[config.mk]
export PLATFORM = sky130hd
export DESIGN_NAME = alu_exec_unit
export DESIGN_NICKNAME = d
export VERILOG_FILES = /design/src/rtl/alu_pkg.sv /design/src/rtl/alu_comb_core.sv /design/src/rtl/alu_exec_unit.sv
export SDC_FILE = /design/constraint.sdc
export NUM_CORES = 1
export LEC_CHECK = 0
export CAP_MARGIN = 20
export CORE_AREA = 2 2 162 164
export DETAILED_ROUTE_END_ITERATION = 8
export DIE_AREA = 0 0 164 166
export HOLD_SLACK_MARGIN = 0.15
export PLACE_DENSITY = 0.66
export SETUP_SLACK_MARGIN = 0.05
export SYNTH_ARGS = -nofsm -noshare
export SYNTH_HDL_FRONTEND = slang
export SYNTH_HIERARCHICAL = 1
export SYNTH_SLANG_ARGS = --single-unit
[constraint.sdc]
create_clock -name clk -period 4.2 [get_ports clk]
set_input_delay 1.05 -clock clk [delete_from_list [all_inputs] [get_ports clk]]
set_output_delay 1.05 -clock clk [all_outputs]
set_load 0.05 [all_outputs]
[src/rtl/alu_pkg.sv]
// -----------------------------------------------------------------------------
// alu_pkg
// Shared types and constants for the execute-stage ALU.
//   alu_ctrl_e   : 4-bit ALUControl codes as produced by the decode stage.
//                  Branch compares reuse several arithmetic encodings, so those
//                  are exposed as typed aliases rather than extra enum members.
//   exec_state_e : IDLE / SHIFT / DONE sequencing of the execute unit.
//   shift_kind_e : shift flavour latched for the serial shifter.
// -----------------------------------------------------------------------------
package alu_pkg;

   typedef enum logic [3:0] {
      ALU_ADD  = 4'b0000,
      ALU_SUB  = 4'b0001,
      ALU_XOR  = 4'b0010,
      ALU_OR   = 4'b0011,
      ALU_AND  = 4'b0100,
      ALU_SLL  = 4'b0101,
      ALU_SRL  = 4'b0110,
      ALU_SRA  = 4'b0111,
      ALU_SLT  = 4'b1000,
      ALU_SLTU = 4'b1001,
      ALU_BEQ  = 4'b1010
   } alu_ctrl_e;

   // Branch compare codes that share an encoding with an arithmetic op;
   // which meaning applies is selected by the separate branch input.
   localparam alu_ctrl_e ALU_BNE  = ALU_XOR;
   localparam alu_ctrl_e ALU_BLT  = ALU_SRL;
   localparam alu_ctrl_e ALU_BGE  = ALU_SRA;
   localparam alu_ctrl_e ALU_BLTU = ALU_SLT;
   localparam alu_ctrl_e ALU_BGEU = ALU_SLTU;

   localparam logic [3:0] ALU_INVALID = 4'b1111;

   typedef enum logic [1:0] {
      IDLE  = 2'd0,
      SHIFT = 2'd1,
      DONE  = 2'd2
   } exec_state_e;

   typedef enum logic [1:0] {
      SH_SLL = 2'd0,
      SH_SRL = 2'd1,
      SH_SRA = 2'd2
   } shift_kind_e;

endpackage

[src/rtl/alu_comb_core.sv]
// -----------------------------------------------------------------------------
// alu_comb_core
// Purely combinational single-cycle ALU operations and branch compares.
// Shift codes are not evaluated here; they are only flagged via is_shift so
// the execute unit can run them through its serial shifter.
// Ports:
//   alu_control  in  4   ALUControl code
//   branch       in  1   interpret code as branch compare
//   op_a, op_b   in  W   operands
//   result       out W   single-cycle result (a - b for branch compares)
//   branch_taken out 1   branch condition (branch codes only)
//   illegal      out 1   code not supported in the selected mode
//   is_shift     out 1   legal non-branch shift code
// -----------------------------------------------------------------------------
module alu_comb_core
   import alu_pkg::*;
#(
   parameter int DATA_WIDTH = 32
) (
   input  logic [3:0]            alu_control,
   input  logic                  branch,
   input  logic [DATA_WIDTH-1:0] op_a,
   input  logic [DATA_WIDTH-1:0] op_b,
   output logic [DATA_WIDTH-1:0] result,
   output logic                  branch_taken,
   output logic                  illegal,
   output logic                  is_shift
);

   logic [DATA_WIDTH-1:0] diff;
   logic                  lt_s;
   logic                  lt_u;
   logic                  eq;

   assign diff = op_a - op_b;
   assign lt_s = $signed(op_a) < $signed(op_b);
   assign lt_u = op_a < op_b;
   assign eq   = (op_a == op_b);

   always_comb begin
      result       = '0;
      branch_taken = 1'b0;
      illegal      = 1'b0;
      is_shift     = 1'b0;
      if (branch) begin
         // Every legal compare also reports the difference on result.
         result = diff;
         case (alu_control)
            ALU_BEQ:  branch_taken = eq;
            ALU_BNE:  branch_taken = !eq;
            ALU_BLT:  branch_taken = lt_s;
            ALU_BGE:  branch_taken = !lt_s;
            ALU_BLTU: branch_taken = lt_u;
            ALU_BGEU: branch_taken = !lt_u;
            default: begin
               result  = '0;
               illegal = 1'b1;
            end
         endcase
      end else begin
         case (alu_control)
            ALU_ADD:  result = op_a + op_b;
            ALU_SUB:  result = diff;
            ALU_XOR:  result = op_a ^ op_b;
            ALU_OR:   result = op_a | op_b;
            ALU_AND:  result = op_a & op_b;
            ALU_SLL,
            ALU_SRL,
            ALU_SRA:  is_shift = 1'b1;
            ALU_SLT:  result = {{(DATA_WIDTH-1){1'b0}}, lt_s};
            ALU_SLTU: result = {{(DATA_WIDTH-1){1'b0}}, lt_u};
            ALU_INVALID: illegal = 1'b1;
            default:     illegal = 1'b1;
         endcase
      end
   end

endmodule

[src/rtl/alu_exec_unit.sv]
// -----------------------------------------------------------------------------
// alu_exec_unit
// Execute-stage ALU with valid/ready handshakes. Single-cycle ops register
// their result at acceptance; shifts go through a 1-bit-per-cycle shifter.
// Ports:
//   clk, rst_n        clock, synchronous active-low reset
//   in_valid/in_ready input handshake (ready only in IDLE)
//   alu_control       ALUControl code, branch selects compare meaning
//   op_a, op_b        operands, sampled only at acceptance
//   flush             kills any in-flight op, blocks acceptance that cycle
//   out_valid/out_ready output handshake
//   result, branch_taken, illegal  registered outputs, stable while DONE
//   busy              state != IDLE, for the hazard unit
// -----------------------------------------------------------------------------
module alu_exec_unit
   import alu_pkg::*;
#(
   parameter int DATA_WIDTH  = 32,
   parameter int SHAMT_WIDTH = $clog2(DATA_WIDTH)
) (
   input  logic                  clk,
   input  logic                  rst_n,
   input  logic                  in_valid,
   output logic                  in_ready,
   input  logic [3:0]            alu_control,
   input  logic                  branch,
   input  logic [DATA_WIDTH-1:0] op_a,
   input  logic [DATA_WIDTH-1:0] op_b,
   input  logic                  flush,
   output logic                  out_valid,
   input  logic                  out_ready,
   output logic [DATA_WIDTH-1:0] result,
   output logic                  branch_taken,
   output logic                  illegal,
   output logic                  busy
);

   exec_state_e            state_reg;
   exec_state_e            state_next;
   logic [DATA_WIDTH-1:0]  shreg_reg;
   logic [DATA_WIDTH-1:0]  result_reg;
   logic [SHAMT_WIDTH-1:0] cnt_reg;
   shift_kind_e            kind_reg;
   logic                   branch_taken_reg;
   logic                   illegal_reg;

   logic [DATA_WIDTH-1:0]  core_result;
   logic                   core_branch_taken;
   logic                   core_illegal;
   logic                   core_is_shift;

   logic [SHAMT_WIDTH-1:0] shamt;
   shift_kind_e            kind_dec;
   logic                   accept;
   logic                   last_shift;
   logic                   shift_fill;
   logic [DATA_WIDTH-1:0]  shift_one;

   alu_comb_core #(
      .DATA_WIDTH (DATA_WIDTH)
   ) u_core (
      .alu_control  (alu_control),
      .branch       (branch),
      .op_a         (op_a),
      .op_b         (op_b),
      .result       (core_result),
      .branch_taken (core_branch_taken),
      .illegal      (core_illegal),
      .is_shift     (core_is_shift)
   );

   assign shamt      = op_b[SHAMT_WIDTH-1:0];
   assign accept     = in_valid && (state_reg == IDLE) && !flush;
   assign last_shift = (cnt_reg == SHAMT_WIDTH'(1));

   always_comb begin
      case (alu_control[1:0])
         2'b01:   kind_dec = SH_SLL;
         2'b10:   kind_dec = SH_SRL;
         default: kind_dec = SH_SRA;
      endcase
   end

   // One-bit shift of the working register. Left shifts pull from the bit
   // below, right shifts from the bit above; the MSB fill is the sign for sra.
   assign shift_fill = (kind_reg == SH_SRA) ? shreg_reg[DATA_WIDTH-1] : 1'b0;

   generate
      for (genvar gi = 0; gi < DATA_WIDTH; gi++) begin : g_shift
         logic lo_bit;
         logic hi_bit;
         if (gi == 0) begin : g_lo_edge
            assign lo_bit = 1'b0;
         end else begin : g_lo_mid
            assign lo_bit = shreg_reg[gi-1];
         end
         if (gi == DATA_WIDTH-1) begin : g_hi_edge
            assign hi_bit = shift_fill;
         end else begin : g_hi_mid
            assign hi_bit = shreg_reg[gi+1];
         end
         assign shift_one[gi] = (kind_reg == SH_SLL) ? lo_bit : hi_bit;
      end
   endgenerate

   // State register
   always_ff @(posedge clk) begin
      if (!rst_n) begin
         state_reg <= IDLE;
      end else begin
         state_reg <= state_next;
      end
   end

   // Next-state logic
   always_comb begin
      state_next = state_reg;
      if (flush) begin
         state_next = IDLE;
      end else begin
         case (state_reg)
            IDLE: begin
               if (accept) begin
                  if (core_is_shift && (shamt != '0)) begin
                     state_next = SHIFT;
                  end else begin
                     state_next = DONE;
                  end
               end
            end
            SHIFT: begin
               if (last_shift) begin
                  state_next = DONE;
               end
            end
            DONE: begin
               if (out_ready) begin
                  state_next = IDLE;
               end
            end
            default: state_next = IDLE;
         endcase
      end
   end

   // Output decode. out_valid is masked by flush so a killed result is never
   // handed downstream in the cycle the kill arrives.
   always_comb begin
      in_ready  = 1'b0;
      out_valid = 1'b0;
      busy      = 1'b1;
      case (state_reg)
         IDLE: begin
            in_ready = 1'b1;
            busy     = 1'b0;
         end
         DONE:    out_valid = !flush;
         default: ;
      endcase
   end

   // Datapath registers
   always_ff @(posedge clk) begin
      if (!rst_n) begin
         shreg_reg        <= '0;
         cnt_reg          <= '0;
         kind_reg         <= SH_SLL;
         result_reg       <= '0;
         branch_taken_reg <= 1'b0;
         illegal_reg      <= 1'b0;
      end else if (!flush) begin
         case (state_reg)
            IDLE: begin
               if (accept) begin
                  if (core_is_shift) begin
                     branch_taken_reg <= 1'b0;
                     illegal_reg      <= 1'b0;
                     if (shamt == '0) begin
                        result_reg <= op_a;
                     end else begin
                        shreg_reg <= op_a;
                        cnt_reg   <= shamt;
                        kind_reg  <= kind_dec;
                     end
                  end else begin
                     result_reg       <= core_result;
                     branch_taken_reg <= core_branch_taken;
                     illegal_reg      <= core_illegal;
                  end
               end
            end
            SHIFT: begin
               shreg_reg <= shift_one;
               cnt_reg   <= cnt_reg - SHAMT_WIDTH'(1);
               if (last_shift) begin
                  result_reg <= shift_one;
               end
            end
            default: ;
         endcase
      end
   end

   assign result       = result_reg;
   assign branch_taken = branch_taken_reg;
   assign illegal      = illegal_reg;

endmodule

==> results_dict.tcl <==
set metrics [dict create \
    status "finished, final reports clean" \
    finalClockSkew_ns 0.005367 \
    worst_ep_required_time_ns 4.38 \
    initial_utilization_pct 39.00 \
    clock-root-buffer "clkbuf_16" \
    antenna_violating_nets_post_route 0 \
    clock_net_sink_count 75 \
    ys_seq_area_share_pct 15.03 \
    antenna_found_initial 0 \
    placementRows 59 \
    coreArea_um2 25620 \
    final_area_um2 14460 \
    detail_route.iter0.violations 1087 \
    vdd.ir_drop.worst_mv 0.2009 \
    worst_pin_slew_ns 1.129 \
    fillerInstances 2410 \
    drive_gt1_share_pct 29.34 \
    routed_wire_length_per_instance_um 19.85 \
    whs_ns 0.4557 \
    timing.hold.worst.start "result[24]" \
    hold_class "flop to flop" \
    syn-num-nets 1564 \
    synth-warning-count 6 \
    cts_max_level 3 \
    finalHoldViolations 0 \
    viasPerCell 5.753 \
    crit_type "input pin to flop" \
    vias 11710 \
    postSynthRegisterBits 75 \
    nets 1889 \
    final_setup_violating_endpoints 0 \
    synth-async-reset-ratio_pct 0 \
    clk_transition_reported_paths_ns 0.06 \
    holdBufCountCts 0 \
    max_cap_violations 0 \
    post-route-period-util_pct 97.18 \
    unrepaired_setup_endpoints_after_global_routing "true" \
    drt_pass1_iterations 7 \
    final-instance-count-excl-fill 2036 \
    fin_setup_tns_ns 0 \
    grtUsageTotal_pct 28.72 \
    critical_path.endpoint_type "flop" \
    regArea_um2 1501 \
    critical_path_peak_fanout 6 \
    max_freq_mhz 245.0 \
    shortest_period_the_worst_path_allows_ns 4.081 \
    io_buffer_count 110 \
    critical_path.startpoint "op_b[18]" \
    grt_pass1_vias 11360 \
    synth_ff_type "dfxtp_1" \
    num_io_pins 111 \
    most_common_cell_after_layout_fill_and_taps_aside "buf_4" \
    worst_ep_arrival_time_ns 4.26 \
    first_pass_grt_wire_length_um 62030 \
    timing_max_transition_violations_final 0 \
    dp_hpwl_um 30670 \
    finalCoreUtilization_pct 56.43 \
    remaining_max_slew_budget_at_the_tightest_pin_pct 24.73 \
    die_width_um 164 \
    synth_edf_count 0 \
    multi_input_area_um2 8376 \
    power_density_nw_per_um2 219.4 \
    most-common-layout-cells "buf_4, o21ai_0, a21oi_1" \
    post_synth_inst_count 1372 \
    worstSkewPairLatency_ns 0.34 \
    dpl.cell_count 1998 \
    netlist-cell-type-count 77 \
    syn_area_um2 9991 \
    setup.worst_path.start_class "input pin" \
    post_dp_cell_area_um2 13220 \
    leakage_nw 6.241 \
    cts_inserted_buffers 9 \
    post_synth.cell_area_avg_um2 7.282 \
    maximum_number_of_pins_on_one_net_before_global_route_repair 59 \
    layout-area-overhead-vs-synth_pct 44.68 \
    drt_drc_violations_left 0 \
    clk_path_buf_depth 2 \
    clock_tree_from_tritoncts "yes" \
    drt_wl_total_um 40410 \
    grt_overflow 0 \
    die_h_um 166 \
    antenna_cells 0 \
    reg2reg_from "cnt_reg[1]" \
    gp_routability_congestion 0.9465 \
    die_area_um2 27220 \
]
## worst paths after layout
check / end / slack, ns / cells past startpoint
worst max register to register: result[30] / 1.65 / 6
worst min-delay path: result[24] / 0.46 / 2
worst max-delay path: result[0] / 0.12 / 17
worst min register to register: result[24] / 0.46 / 2
## synth_stat cells (8+ instances only)
library cell  instances  area [um^2]
o22ai_1              21        131.4
a21oi_1             127        635.6
buf_1                 8        30.03
and3_1                8        50.05
mux2_2               27        304.0
nor3_1               32        160.2
and2_1                9        56.30
a31oi_1              10        62.56
a221oi_1             24        210.2
inv_1               102        382.9
xnor2_1              27        236.5
dfxtp_1              75         1501
a21o_1               15        112.6
mux2i_1              68        680.7
ha_1                116         1451
o31ai_1              28        210.2
nor2_1               93        349.1
buf_2                12        60.06
nand2b_1             10        62.56
clkbuf_1             69        259.0
o21ai_0             141        705.7
nand2_1              85        319.1
nor2b_1               9        56.30
o21a_1               38        285.3
nor4_1               13        81.33
a211oi_1             10        75.07
o21bai_1             14        105.1
o211ai_1             14        105.1
nand3_1              51        255.2
## kinds of logic (layout without fill, tap and decap cells)
logic type	Yosys count	after routing	share of synthesized area (%)
and+or+nand+nor	345	345	16.52
xor gates and xnor gates	30	30	2.630
muxes	95	95	9.856
buffers and inverters	204	533	8.616
AOI/OAI and AO/OA	505	505	32.42
adders and majority gates	118	118	14.93
DFF	75	75	15.03
## through the flow
| step | power (W) | setup slack [ns] |
|---|---|---|
| after floorplan | 0.001548 | 0.2187 |
| after global placement | 0.002203 | -0.7844 |
| after detailed placement | 0.002211 | -0.9260 |
| after CTS | 0.003069 | 0.03143 |
| after global routing | 0.003329 | -0.04013 |
| final | 0.003171 | 0.1185 |
## where the power goes
| part | switching [W] | leakage [nW] | internal (W) |
|---|---|---|---|
| Clock | 0.000313 | 0.142 | 0.000458 |
| Combinational | 0.000892 | 5.49 | 0.000750 |
| Sequential | 0.0000200 | 0.608 | 0.000739 |
| Total | 0.00122 | 6.24 | 0.00195 |
## what timing repair did
item,CTS,global route
setup buffers,9,13
gates resized for setup,124,116
pin swaps,34,44
endpoints found under the setup margin,22,20
## critical path, stage by stage
cell,delay [ns]
clkdlybuf4s50_1,0.49
inv_1,0.08
ha_4,0.29
inv_1,0.05
a21oi_1,0.22
o31ai_2,0.11
a21o_1,0.18
a211o_1,0.31
a22oi_4,0.33
o21ai_1,0.14
xnor2_1,0.22
o31ai_1,0.10
buf_4,0.17
mux2i_1,0.21
nor2_1,0.06
o21ai_0,0.15
mux2i_1,0.09
## layout make-up
cell class / instances / area share, %
multi-input cells: 1093 / 57.94
well taps: 335 / 2.900
flip-flops and latches: 75 / 10.39
inverters: 104 / 2.770
clock inverters: 6 / 0.4501
clock buffers: 9 / 1.558
repair buffers: 414 / 23.99
## layer usage
metal  up-vias  part of all wire [%]  GRT usage [%]
li1       5614                     -              -
met1      5525                    44          39.87
met2       498                    45          44.96
met3        77                   8.6          5.644
met4         0                   2.4          8.276
met5         -                     0              0
Power figures use the tool's default switching activity.
